## src/rtl/m3_step_pkg.sv

```systemverilog
// Shared types and default constants for the 3-phase commutation step sequencer.
package m3_step_pkg;

  typedef enum logic [1:0] {
    IDLE  = 2'd0,
    PRE   = 2'd1,
    RUN   = 2'd2,
    DRAIN = 2'd3
  } state_e;

  localparam int unsigned STEP_NUM_DEF   = 12;
  localparam int unsigned CALC_STEP_DEF  = 10;
  localparam int unsigned PERIOD_MAX_DEF = 32'h003F_FFFF;
  localparam int unsigned TRIM_W         = 8;

endpackage

```

## src/rtl/m3_slice_timer.sv

```systemverilog
// Slice-length down-counter with zero-length clamp; optional speed trim under M3_STEP_SPEED_TRIM_EN.
module m3_slice_timer
  import m3_step_pkg::*;
#(
  parameter int unsigned      CNT_W      = 22,
  parameter logic [CNT_W-1:0] PERIOD_MAX = '1
) (
  input  logic             clkI,
  input  logic             nRstI,
  input  logic             load_max_i,
  input  logic             load_len_i,
  input  logic             count_i,
  input  logic [CNT_W-1:0] len_raw_i,
`ifdef M3_STEP_SPEED_TRIM_EN
  input  logic             round_done_i,
  input  logic             speed_inc_i,
  input  logic             speed_dec_i,
`endif
  output logic             last_cyc_o
);

  logic [CNT_W-1:0] remain_q, remain_d;
  logic [CNT_W-1:0] len;

`ifdef M3_STEP_SPEED_TRIM_EN
  logic signed [TRIM_W-1:0] trim_q, trim_d;
  logic signed [CNT_W+1:0]  len_sum;

  always_comb begin
    trim_d = trim_q;
    if (round_done_i && (speed_inc_i ^ speed_dec_i)) begin
      if (speed_inc_i && (trim_q != -TRIM_W'(127)))
        trim_d = trim_q - TRIM_W'(1);
      else if (speed_dec_i && (trim_q != TRIM_W'(127)))
        trim_d = trim_q + TRIM_W'(1);
    end
  end

  // The load coinciding with a round wrap already uses the updated trim.
  always_comb begin
    len     = CNT_W'(1);
    len_sum = signed'({2'b00, len_raw_i}) + (CNT_W+2)'(trim_d);
    if (len_sum[CNT_W+1] || (len_sum == '0))
      len = CNT_W'(1);
    else if (len_sum[CNT_W])
      len = '1;
    else
      len = len_sum[CNT_W-1:0];
  end

  always_ff @(posedge clkI) begin
    if (!nRstI) trim_q <= '0;
    else        trim_q <= trim_d;
  end
`else
  always_comb begin
    len = (len_raw_i == '0) ? CNT_W'(1) : len_raw_i;
  end
`endif

  always_comb begin
    remain_d = remain_q;
    if (load_max_i)
      remain_d = PERIOD_MAX;
    else if (load_len_i)
      remain_d = len;
    else if (count_i)
      remain_d = remain_q - CNT_W'(1);
  end

  always_ff @(posedge clkI) begin
    if (!nRstI) remain_q <= PERIOD_MAX;
    else        remain_q <= remain_d;
  end

  assign last_cyc_o = (remain_q == CNT_W'(1));

endmodule

```

## src/rtl/m3_step_seq_param.sv

```systemverilog
// Parametrised bidirectional commutation step sequencer with graceful drain.
// Optional speed trim inputs are present when M3_STEP_SPEED_TRIM_EN is defined.
module m3_step_seq_param
  import m3_step_pkg::*;
#(
  parameter int unsigned      STEP_NUM   = STEP_NUM_DEF,
  parameter int unsigned      CNT_W      = 22,
  parameter logic [CNT_W-1:0] PERIOD_MAX = CNT_W'(PERIOD_MAX_DEF),
  parameter int unsigned      CALC_STEP  = CALC_STEP_DEF,
  parameter int unsigned      STEP_W     = $clog2(STEP_NUM)
) (
  input  logic              clkI,
  input  logic              nRstI,
  input  logic              m3startI,
  input  logic              m3forceStopI,
  input  logic              m3invRotateI,
  input  logic [31:0]       dstRoundLenI,
`ifdef M3_STEP_SPEED_TRIM_EN
  input  logic              m3speedINCi,
  input  logic              m3speedDECi,
`endif
  output logic              workingO,
  output logic [STEP_W-1:0] stepO,
  output logic              stepStrobeO,
  output logic              roundDoneO,
  output logic              nextCalc_1o
);

  localparam logic [STEP_W-1:0] LAST_STEP = STEP_W'(STEP_NUM - 1);

  state_e            state_q, state_d;
  logic [STEP_W-1:0] step_q, step_d;
  logic              last_cyc, working, wrap;
  logic              tmr_load_max, tmr_load_len, tmr_count;
  logic              step_strobe, round_done;
  logic              unused_len_hi;

  assign unused_len_hi = ^dstRoundLenI[31:CNT_W];

  m3_slice_timer #(
    .CNT_W      (CNT_W),
    .PERIOD_MAX (PERIOD_MAX)
  ) u_timer (
    .clkI         (clkI),
    .nRstI        (nRstI),
    .load_max_i   (tmr_load_max),
    .load_len_i   (tmr_load_len),
    .count_i      (tmr_count),
    .len_raw_i    (dstRoundLenI[CNT_W-1:0]),
`ifdef M3_STEP_SPEED_TRIM_EN
    .round_done_i (round_done),
    .speed_inc_i  (m3speedINCi),
    .speed_dec_i  (m3speedDECi),
`endif
    .last_cyc_o   (last_cyc)
  );

  always_comb begin
    state_d      = state_q;
    step_d       = step_q;
    tmr_load_max = 1'b0;
    tmr_load_len = 1'b0;
    tmr_count    = 1'b0;
    step_strobe  = 1'b0;
    round_done   = 1'b0;
    working      = (state_q == RUN) || (state_q == DRAIN);
    wrap         = m3invRotateI ? (step_q == '0) : (step_q == LAST_STEP);
    if (m3forceStopI) begin
      state_d      = IDLE;
      step_d       = '0;
      tmr_load_max = 1'b1;
    end else begin
      unique case (state_q)
        IDLE: begin
          tmr_load_max = 1'b1;
          if (m3startI) state_d = PRE;
        end
        PRE: begin
          tmr_count = 1'b1;
          if (last_cyc) begin
            state_d      = RUN;
            tmr_load_len = 1'b1;
            step_strobe  = 1'b1;
            step_d       = m3invRotateI ? LAST_STEP : '0;
          end
        end
        RUN, DRAIN: begin
          tmr_count = 1'b1;
          if (last_cyc) begin
            tmr_load_len = 1'b1;
            step_strobe  = 1'b1;
            round_done   = wrap;
            if (m3invRotateI) step_d = wrap ? LAST_STEP : step_q - STEP_W'(1);
            else              step_d = wrap ? '0 : step_q + STEP_W'(1);
          end
          // Drain ends only on the wrap edge; a returning start resumes seamlessly.
          if (m3startI) begin
            state_d = RUN;
          end else if ((state_q == DRAIN) && last_cyc && wrap) begin
            state_d      = IDLE;
            step_d       = '0;
            tmr_load_len = 1'b0;
            tmr_load_max = 1'b1;
          end else begin
            state_d = DRAIN;
          end
        end
        default: state_d = IDLE;
      endcase
    end
  end

  always_ff @(posedge clkI) begin
    if (!nRstI) begin
      state_q <= IDLE;
      step_q  <= '0;
    end else begin
      state_q <= state_d;
      step_q  <= step_d;
    end
  end

  assign workingO    = working;
  assign stepO       = step_q;
  assign stepStrobeO = step_strobe;
  assign roundDoneO  = round_done;
  assign nextCalc_1o = last_cyc & working & (step_q == STEP_W'(CALC_STEP));

endmodule
```

## config.mk

```make
export PLATFORM = sky130hd
export DESIGN_NAME = m3_step_seq_param
export DESIGN_NICKNAME = d
export VERILOG_FILES = /design/src/rtl/m3_step_pkg.sv /design/src/rtl/m3_slice_timer.sv /design/src/rtl/m3_step_seq_param.sv
export SDC_FILE = /design/constraint.sdc
export NUM_CORES = 1
export LEC_CHECK = 0
export ABC_AREA = 1
export CAP_MARGIN = 10
export CORE_MARGIN = 1.5
export CORE_UTILIZATION = 62
export DETAILED_ROUTE_END_ITERATION = 12
export DONT_BUFFER_PORTS = 1
export HOLD_SLACK_MARGIN = 0.06
export PLACE_DENSITY = 0.78
export REMOVE_ABC_BUFFERS = 1
export SKIP_LAST_GASP = 1
export SYNTH_ARGS = -nofsm -noshare
export SYNTH_HDL_FRONTEND = slang
export SYNTH_SLANG_ARGS = --single-unit
```

## constraint.sdc

```tcl
create_clock -name clkI -period 1.9 [get_ports clkI]
set_input_delay 0.475 -clock clkI [delete_from_list [all_inputs] [get_ports clkI]]
set_output_delay 0.475 -clock clkI [all_outputs]
set_load 0.02 [all_outputs]
```

# Word-level counts from Yosys, hierarchy flattened
# Cells that the tools add are included.
# word_totals
ff_bits	28
inputBits	37
output_inout_bits	8
wordCells	65
# op_classes
n_addsub	3
n_eq_ne	8
mux	34
bitwise_logic	3
reduce_logical	14
# ops
cell	count
$mux W22	3
$mux W4	8
$eq A22 B1 Y1 const B	1
$logic_not A22 Y1	1
$sub A22 B1 Y22 const B	1
$mux W1	15
$eq A4 B4 Y1 const B	2
$mux W2	4
$pmux W4 S2	1
$pmux W2 S3	1
$reduce_or A2 Y1	3
$add A4 B1 Y4 const B	1
$eq A2 B2 Y1 const B	2
$logic_not A4 Y1	1
$ne A2 B2 Y1 const B	2
$pmux W1 S2	2
$reduce_and A2 Y1	2
$reduce_bool A2 Y1	2
$sub A4 B1 Y4 const B	1
$reduce_or A3 Y1	1
$and A1 B1 Y1	2
$eq A2 B1 Y1 const B	1
$logic_and A1 B1 Y1	2
$logic_not A2 Y1	1
other kinds (2)	2

# Longest topological paths before layout
# Gate-level depths: netlist of run 1.
# logic_depth
ltp_word	8
mapped_depth	12
ltp_nobuf	11

# Hierarchy
# Synthesis of run 1 repeated with hierarchy kept, for this count alone.
# hier_totals
cells_unflattened	380
hier_area_um2	2354.8
# modules_own_cells
module	n_inst	cells_per_inst	area_per_inst_um2	seq_area_each_um2
m3_slice_timer	1	279	1749.2	440.4
m3_step_seq_param	1	101	605.6	120.1

# Worst setup path after synthesis of run 1
# OpenSTA, ideal clock, no wires.
# synth_path
path_kind	register to output
from	register step_q[1] (netlist: stepO[1])
to	output port roundDoneO
arrival_time_ns	1.646
required_ns	1.425
slack_ns	-0.221
stages_incl_launch_ff	6
n_path_buf	0
cell_sequence	dfxtp_1 -> ha_1 -> nand3_1 -> nand2_1 -> nand2_1 -> nor4_1
# synth_between
elab_chain_len	5
elab_cells_between_ends	6
cone_classes	1 x eq/ne; 4 x mux; 1 x reduce/logical
# synth_lines
element	line	text
from (decl)	m3_step_seq_param.sv:32	logic [STEP_W-1:0] step_q, step_d;
from (signal assigned)	m3_step_seq_param.sv:119	step_q <= step_d;
$eq A4 B4 Y1 / $logic_not A4 Y1 (equally long branches)	m3_step_seq_param.sv:67	wrap = m3invRotateI ? (step_q == '0) : (step_q == LAST_STEP);
$mux W1 (*)	m3_step_seq_param.sv:67	
$mux W1 (*)	m3_step_seq_param.sv:89	if (last_cyc) begin
$mux W1 (*)	m3_step_seq_param.sv:73	unique case (state_q)
$mux W1 (*)	m3_step_seq_param.sv:68	if (m3forceStopI) begin
to (decl)	m3_step_seq_param.sv:25	output logic roundDoneO,
# Every way passes the cells marked *; elsewhere a longest branch is shown, timed or not.

# Worst setup path in the final report of run 1
# layout_path
from	register step_q[0] (netlist: stepO[0])
to	output port roundDoneO
# The elaborated chain is that of the path after synthesis.

==> results.cfg, run 1 <==
[synth]
synth.cell_area_mm2 = 0.002345
synthArstFlopShare_pct = 0
synth_ff_type = dfxtp_1
ys_seq_area_share_pct = 23.91
ys_types = 28
synth_cells = 362
synth_edf_count = 0
ys_seq_elements = 28
syn_avg_cell_area_um2 = 6.477
yosysWarnings = 0

[clocking]
worstSkewPairLatency_ps = 290
path_clk_slew_ps = 100
cts_buffers = 3
clockBufferDepth = 2
cts_root_buf = clkbuf_8
cts_tree = yes
htreeDepth = 1
cts_sinks = 28

[timing]
layout_setup_ws_ps = -132.4
whs_ps = 361.3
fin_crit_ps = 2032
drv_slew = 0
setup-tns-final_ps = -402.1
skew_ps = 3.851
rsz0062_at_grt = true
worst_slew_pin_slew_ps = 439.9
setup_viol = 15
period_share_pct = 107.0
final_hold_viol_count = 0
maxSlewHeadroom_pct = 70.45
max_freq_mhz = 492.0

[flow_run]
cap_violations = 0

[setup_path]
arrival_ps = 1560
ff2ff_setup_slack_ps = -60
crit_fanout = 4
rr_startpoint = u_timer.remain_q[17]
crit_type = flip-flop to output port
r2r_cells = 11
critPathRequiredTime_ps = 1420
timing.rr.end = u_timer.remain_q[1]
end_kind = output port
startpoint_type = flip-flop

[layout]
syn2layout_area_growth_pct = 29.51
antenna_cells = 0
finalInstanceArea_mm2 = 0.003037
drive_gt1_share_pct = 33.75
fin_cells = 445
utilization_pct = 83.57
fin_nets = 440

[hold_path]
hold_class = primary input to flip-flop
hp-start = m3startI
whs_endpoint = state_q[1]
hold_depth = 2

[global_route]
grt_pass1_vias = 2224
grt_antenna_before_repair = 0
grt_pass1_wl_um = 9977
grtUsageTotal_pct = 30.38
overflow = 0
grt_max_degree = 23

[die]
coreArea_mm2 = 0.003633
fp.dieH_um = 64.50
dieArea_mm2 = 0.004160
rows = 22
die_x_um = 64.50
num_io_pins = 45
start_util_pct = 64.53

[placed_design]
io_buffers = 0
place.gp.congestion = 0.9218
hpwl_um = 4049
dp_cells = 416
place_area_mm2 = 0.002486

[route]
drtAntennaViolNets = 0
wl_um = 7698
drt_iter0_drc = 304
wl_per_cell_um = 17.30
routed_via_density = 6.081
drc = 2
num_vias = 2706
first_pass_iters = 10

[power]
p_leak_nw = 1.257
ir_drop_v = 0.0003829
power.density_mw_per_mm2 = 424.9

[run_status]
status = finished, violations left
failed_checks = design-rule violations, negative setup slack
-- report_power, final --
group / total, W / switching [W] / leakage (nW) / internal, W
combinational: 0.000174 / 0.000110 / 0.996 / 0.0000637
sequential: 0.000621 / 0.0000222 / 0.225 / 0.000599
clock: 0.000495 / 0.000212 / 0.0357 / 0.000283
-- registers in the layout, summed over array words and instances (netlist names) --
| register | cells |
|---|---|
| state_q | 2 |
| stepO | 4 |
| u_timer.remain_q | 22 |
-- critical path: stages, from the launching register on --
cell and delay [ps]:
dfxtp_4 390, inv_2 80, ha_4 130, nand3_2 80, nand2_2 110, nand2_4 70
nor4_4 240, buf_4 170
-- cell families after synthesis --
family,Yosys count,share of synthesized area [%]
DFF,28,23.91
and+or+nand+nor,221,48.08
xor gates and xnor gates,22,8.218
buffers and inverters,69,12.97
adders and majority gates,5,2.668
AOI/OAI and AO/OA,17,4.162
-- layout by cell type, fill, tap and decap left out, drive strengths merged --
cell type / count
inv: 54
dfxtp: 28
xor2: 17
xnor2: 5
clkbuf: 5
nand4: 25
nand2: 94
bufinv: 1
nor2: 49
ha: 5
nor4: 1
o21ai: 3
a21oi: 9
nor3: 3
or2: 3
buf: 42
o21bai: 1
o211ai: 4
nand3: 48
-- per-stage QoR --
| step | worst slack [ps] | total power, W |
|---|---|---|
| 6_report | -132.4 | 0.001290 |
| 5_1_grt | -193.6 | 0.001328 |
| 4_1_cts | -93.83 | 0.001256 |
| 3_5_place_dp | -27.51 | 0.0007795 |
| 3_3_place_gp | -5.660 | 0.0007756 |
| 2_1_floorplan | -220.6 | 0.0007383 |
-- synthesized netlist by cell type, types with 2 or more instances --
cell | number | area (um^2)
a21oi_1 | 9 | 45.04
buf_12 | 2 | 40.04
buf_2 | 9 | 45.04
clkbuf_1 | 3 | 11.26
dfxtp_1 | 28 | 560.5
ha_1 | 5 | 62.56
inv_1 | 53 | 198.9
nand2_1 | 70 | 262.8
nand2_2 | 24 | 150.1
nand3_1 | 43 | 215.2
nand3_4 | 2 | 35.03
nand4_1 | 24 | 150.1
nor2_1 | 39 | 146.4
nor2_2 | 5 | 31.28
nor2_4 | 4 | 45.04
nor3_1 | 3 | 15.01
o211ai_1 | 4 | 30.03
o21ai_0 | 3 | 15.01
or2_2 | 3 | 18.77
xnor2_1 | 5 | 43.79
xor2_1 | 17 | 148.9
-- routing by layer --
layer	GRT usage (%)	wire length [um]	vias to the layer above
met5	0	0	-
met4	10.90	390	0
met3	2.257	729	42
met2	55.21	3819	186
met1	37.61	2759	1249
li1	-	-	1229
-- final cells by class --
cell class / count / area, um^2
clock buffer: 3 / 41.29
clock inverter: 1 / 30.03
fill: 227 / 596.8
inverter: 54 / 205.2
multi-input combinational: 267 / 1678
sequential: 28 / 593.1
tap: 48 / 60.06
timing repair buffer: 44 / 429.2
-- how the worst max path moves through the flow --
| stage | slack (ps) | endpoint | cells past startpoint | start |
|---|---|---|---|---|
| global route | -190 | roundDoneO | 7 | stepO[1] |
| finish | -130 | roundDoneO | 7 | stepO[0] |
| floorplan | -220 | roundDoneO | 5 | stepO[1] |
| detailed placement | -30 | u_timer.remain_q[14] | 11 | u_timer.remain_q[1] |
| CTS | -90 | roundDoneO | 7 | stepO[0] |
| global placement | -6 | u_timer.remain_q[12] | 11 | u_timer.remain_q[1] |
-- what timing repair did --
action / CTS / global route
resized for setup: 29 / 42
hold endpoints to repair: 0 / 0
endpoints found under the setup margin: 25 / 28
hold buffers: 0 / 0
buffers inserted: 18 / 5
pin swaps: 6 / 19
gates cloned: 0 / 4
Power figures use the tool's default switching activity.
==> run 2, diff against run 1 <==
ABC_AREA = 0   (was 1)
==> run 2 against run 1 <==
Net effect: the flow finishes with violations (negative setup slack); clock skew is 9.2 ps higher; critical path type unchanged; die area shrank 17%; synthesized area decreased by 18%; highest routed layer unchanged; sequential power decreased by 4.8%.
==> results.cfg, run 2 <==
[run_status]
status = finished, violations left
failed_checks = negative setup slack

[route]
wl_per_cell_um = 17.16
routed.top_layer = met4
routed_via_density = 6.427
drt_iter0_drc = 307
drc = 0
wl_met2_um = 2620
drtAntennaViolNets = 0
num_vias = 2153
wl_um = 5750
wl_met1_um = 2404
first_pass_iters = 5
met3_length_um = 558

[layout]
final_cell_mix = 51 x buf_4, 46 x nor2_1, 24 x dfxtp_1
drive_gt1_share_pct = 27.96
n_fill_cell = 162
largest_reg_flops = 22
antenna_cells = 0
syn2layout_area_growth_pct = 30.50
largest-register = u_timer.remain_q
utilization_pct = 87.63
layout_commonest_cell = buf_4
fin_nets = 347

[synth]
ys_top_cells_by_area = dfxtp_1 29%, nor2_1 9.2%, o21ai_1 5.0%
syn_avg_cell_area_um2 = 7.483
synth_ff_type = dfxtp_1
synth_area_leader_cell = dfxtp_1
synth.cell_area_mm2 = 0.001916
ys_types = 50
synthArstFlopShare_pct = 0
synth_cells = 256
yosysMostFrequentCell = nor2_1
synth_commonest_cells = 47 x nor2_1, 28 x dfxtp_1, 19 x o21ai_1
synth_edf_count = 0
ys_seq_area_share_pct = 29.26
yosysWarnings = 0
ys_seq_elements = 28
yosysTopAreaCellShare_pct = 29.26

[timing]
drv_slew = 0
maxSlewHeadroom_pct = 59.98
setup_viol = 31
final_hold_viol_count = 0
period_share_pct = 140.4
layout_setup_ws_ps = -768.5
rsz0062_at_grt = true
skew_ps = 13.01
worst_slew_pin_slew_ps = 594.9
fin_crit_ps = 2669
whs_ps = 261.4
max_freq_mhz = 374.7

[placed_design]
place.gp.congestion = 0.9211
io_buffers = 0
hpwl_um = 3881

[setup_path]
r2r_cells = 7
rr_startpoint = u_timer.remain_q[18]
crit_buf_inv = 2
critPathRequiredTime_ps = 1420
slowest_stage = or4_4
end_kind = output port
crit_family = simple AND/OR/NAND/NOR gates
path_cells = or4_4 > or2_4 > nor4_4 > buf_4 > nor3b_2 > buf_4
crit_type = flip-flop to output port
arrival_ps = 2190
crit_top_cell = buf_4
crit_fanout = 3
ff2ff_setup_slack_ps = -300
timing.rr.end = stepO[3]
startpoint_type = flip-flop
critPathMaxStageDelay_ps = 530

[hold_path]
whs_endpoint = u_timer.remain_q[11]
hold_depth = 2
hold_class = primary input to flip-flop
hp-start = dstRoundLenI[11]

[global_route]
grtUsageTotal_pct = 31.72
grt_pass1_vias = 1886
grt_pass1_wl_um = 8431
overflow = 0
grt_max_degree = 23
grt_antenna_before_repair = 0

[die]
coreArea_mm2 = 0.002853
rows = 19
dieArea_mm2 = 0.003432
start_util_pct = 67.15
num_io_pins = 45
die_x_um = 58.59
fp.dieH_um = 58.59

[power]
p_leak_nw = 1.031
power.density_mw_per_mm2 = 410.5
combPwrFrac_pct = 2.8
ir_drop_v = 0.0002917
total_power_w = 0.001026
p_int_w = 0.0008150
power.switching_w = 0.0002112
power.share.sequential_pct = 57.6
pwr-share-clk_pct = 39.6
switching_share_pct = 20.58

[clocking]
cts_sinks = 28
holdBufCountCts = 0
path_clk_slew_ps = 170
cts_buffers = 3
clockBufferDepth = 2
htreeDepth = 1
worstSkewPairLatency_ps = 340
cts_root_buf = clkbuf_4
cts_tree = yes

[flow_run]
cap_violations = 0
run 2: logic make-up (layout without fill, tap and decap cells):
kind of cell	after synthesis	after routing	share of synthesized area, %
fa+ha+maj	5	5	3.266
flops	28	28	29.26
buf+inv	20	68	4.442
simple gates	136	136	38.93
xor+xnor	13	13	5.944
compound gates	54	54	18.16
run 2: area by class of cell:
cell class              count  area (um^2)  share of cell area, %
multi-input cells         208         1366                  54.65
inverters                   7        26.28                  1.051
clock buffers               3        22.52                 0.9009
clock inverters             1        30.03                  1.201
flip-flops and latches     28        565.5                  22.62
well taps                  31        38.79                  1.552
repair buffers             57        450.4                  18.02
run 2: worst max path at each step:
stage,startpoint,endpoint,slack (ps),cells past startpoint
global route,u_timer.remain_q[18],roundDoneO,-800,6
detailed placement,u_timer.remain_q[16],roundDoneO,-410,6
CTS,u_timer.remain_q[18],stepStrobeO,-700,6
global placement,u_timer.remain_q[16],roundDoneO,-390,6
finish,u_timer.remain_q[18],roundDoneO,-770,6
floorplan,u_timer.remain_q[16],roundDoneO,-690,4
run 2: stage by stage:
step / std cells / setup TNS (ps) / setup WS [ps] / instance area (um^2)
after detailed placement: 324 / -2916 / -414.0 / 2271
final: 335 / -7694 / -768.5 / 2500
after floorplan: 243 / -9293 / -691.0 / 1857
after global routing: 335 / -9184 / -799.7 / 2500
after global placement: 324 / -2116 / -390.8 / 2271
after CTS: 331 / -6207 / -704.8 / 2395
run 2: power by group through the flow:
stage / registers, W / clock network (W) / logic [W]
floorplan: 0.000603 / 0 / 0.0000208
CTS: 0.000591 / 0.000402 / 0.0000280
global route: 0.000592 / 0.000426 / 0.0000318
finish: 0.000591 / 0.000406 / 0.0000289
global placement: 0.000603 / 0 / 0.0000270
detailed placement: 0.000603 / 0 / 0.0000272
run 2: metal layers:
metal | track usage (%) | vias up
li1 | - | 1030
met1 | 44.63 | 966
met2 | 52.49 | 138
met3 | 2.857 | 19
met4 | 8.442 | 0
met5 | 0 | -
run 2: repair_timing:
action | in CTS | in global routing
pin swaps | 9 | 6
gates cloned | 1 | 0
buffers inserted | 2 | 4
gates resized for setup | 14 | 17
setup endpoints to repair | 30 | 30
